**src/rtl/dexie_trace_buffer_if.sv**
```systemverilog
// rtl/dexie_trace_buffer_if.sv - merged DExIE trace event stream towards the checker fabric
interface dexie_trace_buffer_if #(
  parameter int XLEN = 32
);
  logic            out_valid;
  logic            out_ready;
  logic [1:0]      out_kind;
  logic [XLEN-1:0] out_word0;
  logic [XLEN-1:0] out_word1;
  logic [4:0]      out_aux;

  modport master (
    output out_valid, out_kind, out_word0, out_word1, out_aux,
    input  out_ready
  );

  modport slave (
    input  out_valid, out_kind, out_word0, out_word1, out_aux,
    output out_ready
  );
endinterface

```
**src/rtl/dexie_trace_buffer.sv**
```systemverilog
// rtl/dexie_trace_buffer.sv - per-class trace FIFOs merged by a round-robin arbiter onto one stream
// Class index 0 = cf, 1 = mem, 2 = reg; entries are stored already formatted as output beats.
module dexie_trace_buffer #(
  parameter int         XLEN         = 32,
  parameter int         DEPTH        = 8,
  parameter int         STALL_MARGIN = 2,
  parameter logic [2:0] CLASS_EN     = 3'b111,
  parameter int         CNT_W        = 16
) (
  input  logic                 clk,
  input  logic                 rst,
  input  logic                 cf_valid,
  input  logic [XLEN-1:0]      cf_cur_pc,
  input  logic [XLEN-1:0]      cf_next_pc,
  input  logic                 mem_load,
  input  logic                 mem_store,
  input  logic [XLEN-1:0]      mem_addr,
  input  logic [1:0]           mem_len,
  input  logic [XLEN-1:0]      mem_storedata,
  input  logic                 reg_valid,
  input  logic [4:0]           reg_rd_addr,
  input  logic [XLEN-1:0]      reg_rd_val,
  input  logic                 ext_stall,
  input  logic                 hold_on_store,
  input  logic                 continue_store,
  input  logic                 clear,
  dexie_trace_buffer_if.master ev_out,
  output logic                 core_stall,
  output logic                 store_hold,
  output logic                 overflow,
  output logic [CNT_W-1:0]     drop_count
);
  localparam int AW = $clog2(DEPTH);
  localparam int CW = AW + 1;
  localparam logic [CW-1:0] FULL_CNT = CW'(DEPTH);
  localparam logic [CW-1:0] NEAR_CNT = CW'(DEPTH - STALL_MARGIN);

  localparam logic [1:0] K_CF    = 2'd0;
  localparam logic [1:0] K_LOAD  = 2'd1;
  localparam logic [1:0] K_STORE = 2'd2;
  localparam logic [1:0] K_REG   = 2'd3;

  typedef struct packed {
    logic [1:0]      kind;
    logic [4:0]      aux;
    logic [XLEN-1:0] word1;
    logic [XLEN-1:0] word0;
  } entry_t;

  typedef enum logic {S_IDLE, S_HOLD} hold_state_e;

  entry_t          fifo_q [3][DEPTH];
  logic [CW-1:0]   cnt    [3];
  logic [AW-1:0]   wr_ptr [3];
  logic [AW-1:0]   rd_ptr [3];
  logic [1:0]      rr_ptr;

  entry_t          out_q;
  logic            out_valid_q;
  logic            overflow_q;
  logic [CNT_W-1:0] drop_count_q;
  hold_state_e     hold_state;
  logic            store_hold_q;

  entry_t          push_entry [3];
  logic [2:0]      ev, full, avail, push, drop, near, pop;
  logic            grant_any, load_en;
  logic [1:0]      grant_idx, cand;
  entry_t          head;
  logic [1:0]      drop_n;
  logic [CNT_W-1:0] drop_base;
  logic [CNT_W:0]  drop_sum;
  logic [CNT_W-1:0] drop_next;

  function automatic logic [1:0] cls_add(input logic [1:0] a, input logic [1:0] b);
    logic [2:0] s;
    s = {1'b0, a} + {1'b0, b};
    return (s >= 3'd3) ? 2'(s - 3'd3) : s[1:0];
  endfunction

  always_comb begin
    ev[0] = cf_valid;
    ev[1] = mem_load | mem_store;
    ev[2] = reg_valid;

    push_entry[0] = '{kind: K_CF, aux: 5'd0, word1: cf_next_pc, word0: cf_cur_pc};
    push_entry[1] = '{kind: mem_store ? K_STORE : K_LOAD, aux: {3'b000, mem_len},
                      word1: mem_store ? mem_storedata : '0, word0: mem_addr};
    push_entry[2] = '{kind: K_REG, aux: reg_rd_addr, word1: '0, word0: reg_rd_val};

    full  = '0;
    avail = '0;
    push  = '0;
    drop  = '0;
    near  = '0;
    for (int i = 0; i < 3; i++) begin
      full[i]  = (cnt[i] == FULL_CNT);
      avail[i] = (cnt[i] != '0);
      push[i]  = CLASS_EN[i] && ev[i] && !full[i];
      drop[i]  = CLASS_EN[i] && ev[i] && full[i];
      near[i]  = CLASS_EN[i] && (cnt[i] >= NEAR_CNT);
    end

    // Search starts at rr_ptr, which always names the class after the last one granted.
    grant_any = 1'b0;
    grant_idx = rr_ptr;
    cand      = rr_ptr;
    for (int k = 0; k < 3; k++) begin
      cand = cls_add(rr_ptr, 2'(k));
      if (!grant_any && avail[cand]) begin
        grant_any = 1'b1;
        grant_idx = cand;
      end
    end

    head    = fifo_q[grant_idx][rd_ptr[grant_idx]];
    load_en = grant_any && (!out_valid_q || ev_out.out_ready);
    pop     = '0;
    for (int i = 0; i < 3; i++) begin
      pop[i] = load_en && (grant_idx == 2'(i));
    end

    // Clear takes effect first, so drops in the same cycle count up from zero.
    drop_n    = {1'b0, drop[0]} + {1'b0, drop[1]} + {1'b0, drop[2]};
    drop_base = clear ? '0 : drop_count_q;
    drop_sum  = {1'b0, drop_base} + {{(CNT_W-1){1'b0}}, drop_n};
    drop_next = drop_sum[CNT_W] ? '1 : drop_sum[CNT_W-1:0];
  end

  always_ff @(posedge clk) begin
    for (int i = 0; i < 3; i++) begin
      if (push[i]) begin
        fifo_q[i][wr_ptr[i]] <= push_entry[i];
      end
    end
  end

  always_ff @(posedge clk) begin
    if (rst) begin
      for (int i = 0; i < 3; i++) begin
        cnt[i]    <= '0;
        wr_ptr[i] <= '0;
        rd_ptr[i] <= '0;
      end
      rr_ptr       <= 2'd0;
      out_valid_q  <= 1'b0;
      out_q        <= '0;
      overflow_q   <= 1'b0;
      drop_count_q <= '0;
      hold_state   <= S_IDLE;
      store_hold_q <= 1'b0;
    end else begin
      for (int i = 0; i < 3; i++) begin
        if (push[i]) wr_ptr[i] <= wr_ptr[i] + AW'(1);
        if (pop[i])  rd_ptr[i] <= rd_ptr[i] + AW'(1);
        case ({push[i], pop[i]})
          2'b10:   cnt[i] <= cnt[i] + CW'(1);
          2'b01:   cnt[i] <= cnt[i] - CW'(1);
          default: cnt[i] <= cnt[i];
        endcase
      end

      if (load_en) begin
        out_valid_q <= 1'b1;
        out_q       <= head;
        rr_ptr      <= cls_add(grant_idx, 2'd1);
      end else if (ev_out.out_ready) begin
        out_valid_q <= 1'b0;
      end

      overflow_q   <= (overflow_q && !clear) || (|drop);
      drop_count_q <= drop_next;

      // Only a store that actually entered its FIFO arms the hold.
      case (hold_state)
        S_IDLE: begin
          if (push[1] && mem_store && hold_on_store) begin
            hold_state   <= S_HOLD;
            store_hold_q <= 1'b1;
          end
        end
        S_HOLD: begin
          if (continue_store) begin
            hold_state   <= S_IDLE;
            store_hold_q <= 1'b0;
          end
        end
        default: begin
          hold_state   <= S_IDLE;
          store_hold_q <= 1'b0;
        end
      endcase
    end
  end

  assign ev_out.out_valid = out_valid_q;
  assign ev_out.out_kind  = out_q.kind;
  assign ev_out.out_word0 = out_q.word0;
  assign ev_out.out_word1 = out_q.word1;
  assign ev_out.out_aux   = out_q.aux;

  // While reset is held only the external request may stall the core.
  assign core_stall = ext_stall || (!rst && (store_hold_q || (|near)));
  assign store_hold = store_hold_q;
  assign overflow   = overflow_q;
  assign drop_count = drop_count_q;
endmodule

```
**src/flat_wrapper.sv**
```systemverilog
// flat-port wrapper written by rule: the top's interface ports become plain ports
module dexie_trace_buffer_flat 
#(
  parameter int         XLEN         = 32,
  parameter int         DEPTH        = 8,
  parameter int         STALL_MARGIN = 2,
  parameter logic [2:0] CLASS_EN     = 3'b111,
  parameter int         CNT_W        = 16
)
  (clk, rst, cf_valid, cf_cur_pc, cf_next_pc, mem_load, mem_store, mem_addr, mem_len, mem_storedata, reg_valid, reg_rd_addr, reg_rd_val, ext_stall, hold_on_store, continue_store, clear, core_stall, store_hold, overflow, drop_count, ev_out_out_valid, ev_out_out_kind, ev_out_out_word0, ev_out_out_word1, ev_out_out_aux, ev_out_out_ready);
  dexie_trace_buffer_if #(.XLEN(XLEN)) ev_out_i ();
  input  logic clk;
  input  logic rst;
  input  logic cf_valid;
  input  logic [XLEN-1:0] cf_cur_pc;
  input  logic [XLEN-1:0] cf_next_pc;
  input  logic mem_load;
  input  logic mem_store;
  input  logic [XLEN-1:0] mem_addr;
  input  logic [1:0] mem_len;
  input  logic [XLEN-1:0] mem_storedata;
  input  logic reg_valid;
  input  logic [4:0] reg_rd_addr;
  input  logic [XLEN-1:0] reg_rd_val;
  input  logic ext_stall;
  input  logic hold_on_store;
  input  logic continue_store;
  input  logic clear;
  output logic core_stall;
  output logic store_hold;
  output logic overflow;
  output logic [CNT_W-1:0] drop_count;
  output wire logic [$bits(ev_out_i.out_valid)-1:0] ev_out_out_valid;
  output wire logic [$bits(ev_out_i.out_kind)-1:0] ev_out_out_kind;
  output wire logic [$bits(ev_out_i.out_word0)-1:0] ev_out_out_word0;
  output wire logic [$bits(ev_out_i.out_word1)-1:0] ev_out_out_word1;
  output wire logic [$bits(ev_out_i.out_aux)-1:0] ev_out_out_aux;
  input wire logic [$bits(ev_out_i.out_ready)-1:0] ev_out_out_ready;
  assign ev_out_out_valid = ev_out_i.out_valid;
  assign ev_out_out_kind = ev_out_i.out_kind;
  assign ev_out_out_word0 = ev_out_i.out_word0;
  assign ev_out_out_word1 = ev_out_i.out_word1;
  assign ev_out_out_aux = ev_out_i.out_aux;
  assign ev_out_i.out_ready = ev_out_out_ready;
  dexie_trace_buffer #(.XLEN(XLEN), .DEPTH(DEPTH), .STALL_MARGIN(STALL_MARGIN), .CLASS_EN(CLASS_EN), .CNT_W(CNT_W)) u_core (.clk(clk), .rst(rst), .cf_valid(cf_valid), .cf_cur_pc(cf_cur_pc), .cf_next_pc(cf_next_pc), .mem_load(mem_load), .mem_store(mem_store), .mem_addr(mem_addr), .mem_len(mem_len), .mem_storedata(mem_storedata), .reg_valid(reg_valid), .reg_rd_addr(reg_rd_addr), .reg_rd_val(reg_rd_val), .ext_stall(ext_stall), .hold_on_store(hold_on_store), .continue_store(continue_store), .clear(clear), .ev_out(ev_out_i), .core_stall(core_stall), .store_hold(store_hold), .overflow(overflow), .drop_count(drop_count));
endmodule
```
**config.mk**
```make
export PLATFORM = sky130hd
export DESIGN_NAME = dexie_trace_buffer_flat
export DESIGN_NICKNAME = d
export VERILOG_FILES = /design/src/rtl/dexie_trace_buffer_if.sv /design/src/rtl/dexie_trace_buffer.sv /design/src/flat_wrapper.sv
export SDC_FILE = /design/constraint.sdc
export NUM_CORES = 2
export LEC_CHECK = 0
export BUFFER_PORTS_ARGS = -buffer_cell sky130_fd_sc_hd__buf_2
export CAP_MARGIN = 25
export CORE_UTILIZATION = 61
export DETAILED_ROUTE_END_ITERATION = 16
export PLACE_DENSITY = 0.79
export SYNTH_ARGS = -nofsm -noshare
export SYNTH_HDL_FRONTEND = slang
export SYNTH_SLANG_ARGS = --single-unit
```
**constraint.sdc**
```tcl
create_clock -name clk -period 10.75 [get_ports clk]
set_input_delay 1.6125 -clock clk [delete_from_list [all_inputs] [get_ports clk]]
set_output_delay 1.6125 -clock clk [all_outputs]
set_load 0.02 [all_outputs]
```
# Yosys cells after proc, flatten, opt, wreduce, memory -nomap -nowiden
# Memories as Yosys holds them, arrays and structs flattened.
# Index checks and enable logic that the tools add are counted.
[classes] n_addsub=22 order_cmp=17 eq_ne=13 muxes=102 bitwise_logic=21 reduce_logical=42
[op_table] cell="$mux W568" n=3
[op_table] cell="$demux W71 S3" n=3
[op_table] cell="$mux W71" n=5
[op_table] cell="$bmux W71 S3" n=1
[op_table] cell="$mux W1" n=59
[op_table] cell="$mux W4" n=9
[op_table] cell="$mux W16" n=2
[op_table] cell="$mux W32" n=1
[op_table] cell="$logic_and A1 B1 Y1" n=19
[op_table] cell="$add A3 B1 Y3 const B" n=6
[op_table] cell="$mux W3" n=6
[op_table] cell="$add A16 B2 Y17" n=1
[op_table] cell="$ge A4 B4 Y1 const B" n=4
[op_table] cell="$mux W2" n=8
[op_table] cell="$not A3 Y4" n=4
[op_table] cell="$or A1 B1 Y1" n=16
[op_table] cell="$add A4 B1 Y4 const B" n=3
[op_table] cell="$eq A4 B4 Y1 const B" n=3
[op_table] cell="$ge A4 B3 Y1 const B" n=3
[op_table] cell="$lt A4 B1 Y1 const B" n=3
[op_table] cell="$reduce_bool A4 Y1" n=3
[op_table] cell="$sub A4 B1 Y4 const B" n=3
[op_table] cell="$ge A3 B2 Y1 const B" n=3
[op_table] cell="$lt A2 B3 Y1 const B" n=3
[op_table] cell="20 further kinds" n=46
[word_totals] reg_bits=93 mem_bits_rw=1734 input_bits=178 output_inout_bits=91 mem_count=4
[memory_table] name="u_core.fifo_q" words=3 word_bits=568 rd=1 rd_ports_with_merged_regs=0 wr=3 line_no="dexie_trace_buffer.sv:52" source="entry_t fifo_q [3][DEPTH];"
[memory_table] name="u_core.cnt" words=3 word_bits=4 rd=3 rd_ports_with_merged_regs=0 wr=3 line_no="dexie_trace_buffer.sv:53" source="logic [CW-1:0] cnt [3];"
[memory_table] name="u_core.rd_ptr" words=3 word_bits=3 rd=4 rd_ports_with_merged_regs=0 wr=3 line_no="dexie_trace_buffer.sv:55" source="logic [AW-1:0] rd_ptr [3];"
[memory_table] name="u_core.wr_ptr" words=3 word_bits=3 rd=3 rd_ports_with_merged_regs=0 wr=3 line_no="dexie_trace_buffer.sv:54" source="logic [AW-1:0] wr_ptr [3];"

# Longest topological paths before layout
[depth] depth_word=20 ltp_mapped=23

# Least setup slack after synthesis
# No wires, ideal clock.
[synth_path] path_type="input to register" from="input mem_store" to="memory u_core.fifo_q[1][497] (netlist bit), enable pin" setup_time_ns=0.662 arrival_time_ns=8.503 t_required_ns=10.088 path_slack_ns=1.585 stages=3 n_path_buf=1 cell_sequence="clkbuf_1 -> o21ai_1 -> nor4_1"
[synth_lines] item="from (decl)" line_no="flat_wrapper.sv:18" source="input logic mem_store;"
[synth_lines] item="to (decl)" line_no="dexie_trace_buffer.sv:52"

==> metrics.cfg <==
[sta]
drv_slew=0
finClkSkew_ns=0.0379
timing.final.ws_setup_ns=4.48
whs_ns=0.439
finalSetupTns_ns=0
max_clock_freq_mhz=160
relSlewSlack_pct=23.4
setup_viol=0
finalCritPeriodShare_pct=58.3
rsz0062_at_grt=false
hold_viol=0
period_needed_ns=6.27
worst_pin_slew_ns=1.15

[detailed_routing]
wire_per_inst_um=30.0
highest_layer=met5
drc_errors=0
met3_length_um=19900
drtIter0Drc=5360
wl_met2_um=80700
vias_per_cell=6.83
m1WireLength_um=59200
dr_total_vias=38100
detail-route-antenna-nets=0
drt_first_pass_iters=6
finalWirelength_um=167000

[grt]
antenna_found_initial=33
grt_overflow=0
grt_max_degree=174
grt_pass1_vias=37700
grt_usage_pct=33.2
grt_pass1_wl_um=240000

[clock_network]
hold_buffers=0
cts-root-buf=clkbuf_16
cts_max_level=4
cts_max_path_buffers=3
cts_resized=0
cts_tree=built
path_clk_slew_ns=0.06
cts_made_buffers=146
clkSinkCount=1491
cts_setup_buffers=0
clk_latency_ns=0.77

[synthesis]
synthTopCellsByCount=edfxtp_1 (1382), mux2i_1 (278), nand3_1 (214)
async_reset_ff_share_pct=0
synth.most_common_cell=edfxtp_1
synth_fp_nets=4132
synthCells=3926
yosys_warnings=0
netlist-cell-type-count=65
synth_area_leaders=edfxtp_1 (69%), mux2i_1 (4.6%), mux2_2 (3.7%), dfxtp_1 (3.6%), o211ai_1 (1.8%)
synth-seq-cells=1491
synth_flop_cell=edfxtp_1
synth_top_area_cell=edfxtp_1
synth_edf_count=1382
synthesis.area_um2=60200
synth.avg_cell_area_um2=15.3
seq_area_frac_synth_pct=72.6
synth_top_area_share_pct=68.9

[worst_hold_path]
hold_path_end=u_core.fifo_q[2][283]
hold_class=register to register
worstHoldPathCells=1
min_from=u_core.fifo_q[2][283]

[setup_path]
cp.required_ns=11.36
cp-end-kind=register
regToRegSetupSlack_ns=4.48
start_kind=register
crit-reg2reg-launch=u_core.cnt[2][0]
worst-setup-path-type=register to register
rr_endpoint=u_core.ev_out.out_word0[30]
path_max_fanout=80
r2r.worst_path.cells=16
arrival_ns=6.88

[die]
die_x_um=316
core_area_um2=97300
die_h_um=316
die-area_um2=99900
pin_count=269
start_util_pct=61.9
num_rows=114

[final_layout]
area_growth_pct=13.0
drive_gt1_share_pct=19.5
final_cell_area_um2=68000
nNetsFinal=4362

[placement]
globalplace.congestion=0.829
dp_slack_ns=4.62
port_buffers=268
hpwlAfterDp_um=87600
placed_area_um2=63100

[power_and_ir_drop]
p_per_area_nw_per_um2=306
ir_worst_vdd_v=0.000466
cellLeakagePower_nw=23.2

[status]
outcome=completed

[run]
drv_cap=0

-- cells in the final DEF, fill, tap and decap left out, drive strengths merged, types with 109 or more instances in the layout --
master and n:
buf 354, clkbuf 212, dfxtp 109, edfxtp 1382, mux2 200, mux2i 279
nand2 213, nand3 214, o211ai 144, o21ai 149
-- kinds of logic after synthesis --
family	count (synthesis)	synth area share, %
AO/OA/AOI/OAI	695	7.95
flip-flops	1491	72.6
adder cells (fa/ha/maj)	28	0.632
AND/OR/NAND/NOR	859	7.64
multiplexers	484	8.59
XOR/XNOR	25	0.364
buffers and inverters	344	2.26
-- sequential cells by signal (all words and copies together), names as in the netlist --
name and count:
u_core.fifo_q 1368, u_core.ev_out.out_word0 32, u_core.ev_out.out_word1 32, u_core.drop_count 16, u_core.cnt 12, u_core.rd_ptr 9, u_core.wr_ptr 9, u_core.ev_out.out_aux 5
u_core.ev_out.out_kind 2, u_core.rr_ptr 2, u_core.ev_out.out_valid 1, u_core.hold_state 1, u_core.overflow 1, u_core.store_hold 1
-- cell type report --
class / instances / area, um^2
Antenna cell: 17 / 42.5
Clock buffer: 212 / 4200
Clock inverter: 59 / 654
Fill cell: 6175 / 29300
Inverter: 72 / 280
Multi-Input combinational cell: 2091 / 15400
Sequential cell: 1491 / 43700
Tap cell: 1276 / 1600
Timing Repair Buffer: 354 / 2140
-- power breakdown --
part / total, mW / internal, mW / leakage (nW) / switching [mW]
logic: 8.16 / 2.76 / 7.32 / 5.40
clock network: 5.15 / 2.99 / 2.38 / 2.16
registers: 7.48 / 7.18 / 13.6 / 0.300
-- worst max path at each step --
stage,startpoint,end,slack (ns),depth (start not counted)
CTS,u_core.cnt[2][0],u_core.ev_out.out_word1[15],4.60,15
global route,u_core.cnt[2][0],u_core.ev_out.out_word1[18],4.06,15
floorplan,mem_store,u_core.fifo_q[1][497],1.58,3
finish,u_core.cnt[2][0],u_core.ev_out.out_word0[30],4.48,16
global placement,u_core.cnt[2][0],u_core.ev_out.out_word0[8],4.68,15
detailed placement,u_core.cnt[2][0],u_core.ev_out.out_word1[15],4.62,15
-- per-stage QoR --
| stage | instances | power, mW | util (%) |
|---|---|---|---|
| after floorplan | 3926 | 13.0 | - |
| after global placement | 5278 | 15.2 | 64.7 |
| after detailed placement | 5282 | 15.5 | 64.8 |
| after CTS | 5553 | 20.6 | 69.8 |
| after global routing | 5566 | 21.5 | 69.9 |
| final | 5572 | 20.8 | 69.9 |
-- layer usage --
layer | global-route usage [%] | vias to the layer above
met2 | 53.9 | 2769
met4 | 15.9 | 18
met5 | 0 | -
met3 | 6.64 | 502
met1 | 43.3 | 18900
li1 | - | 15900
-- worst max-delay path: stages (launching register included) --
cell and delay, ns:
edfxtp_1 0.44, inv_1 0.11, ha_1 0.19, nor3b_1 0.56
a221oi_1 0.23, nor4_1 0.33, o31a_2 0.20, buf_4 0.41
buf_4 0.60, inv_6 0.42, mux2i_1 0.36, mux2i_4 0.67
buf_16 0.24, buf_4 0.75, a221oi_1 0.12, a22oi_1 0.27
o211ai_1 0.14
Power figures use the tool's default switching activity.
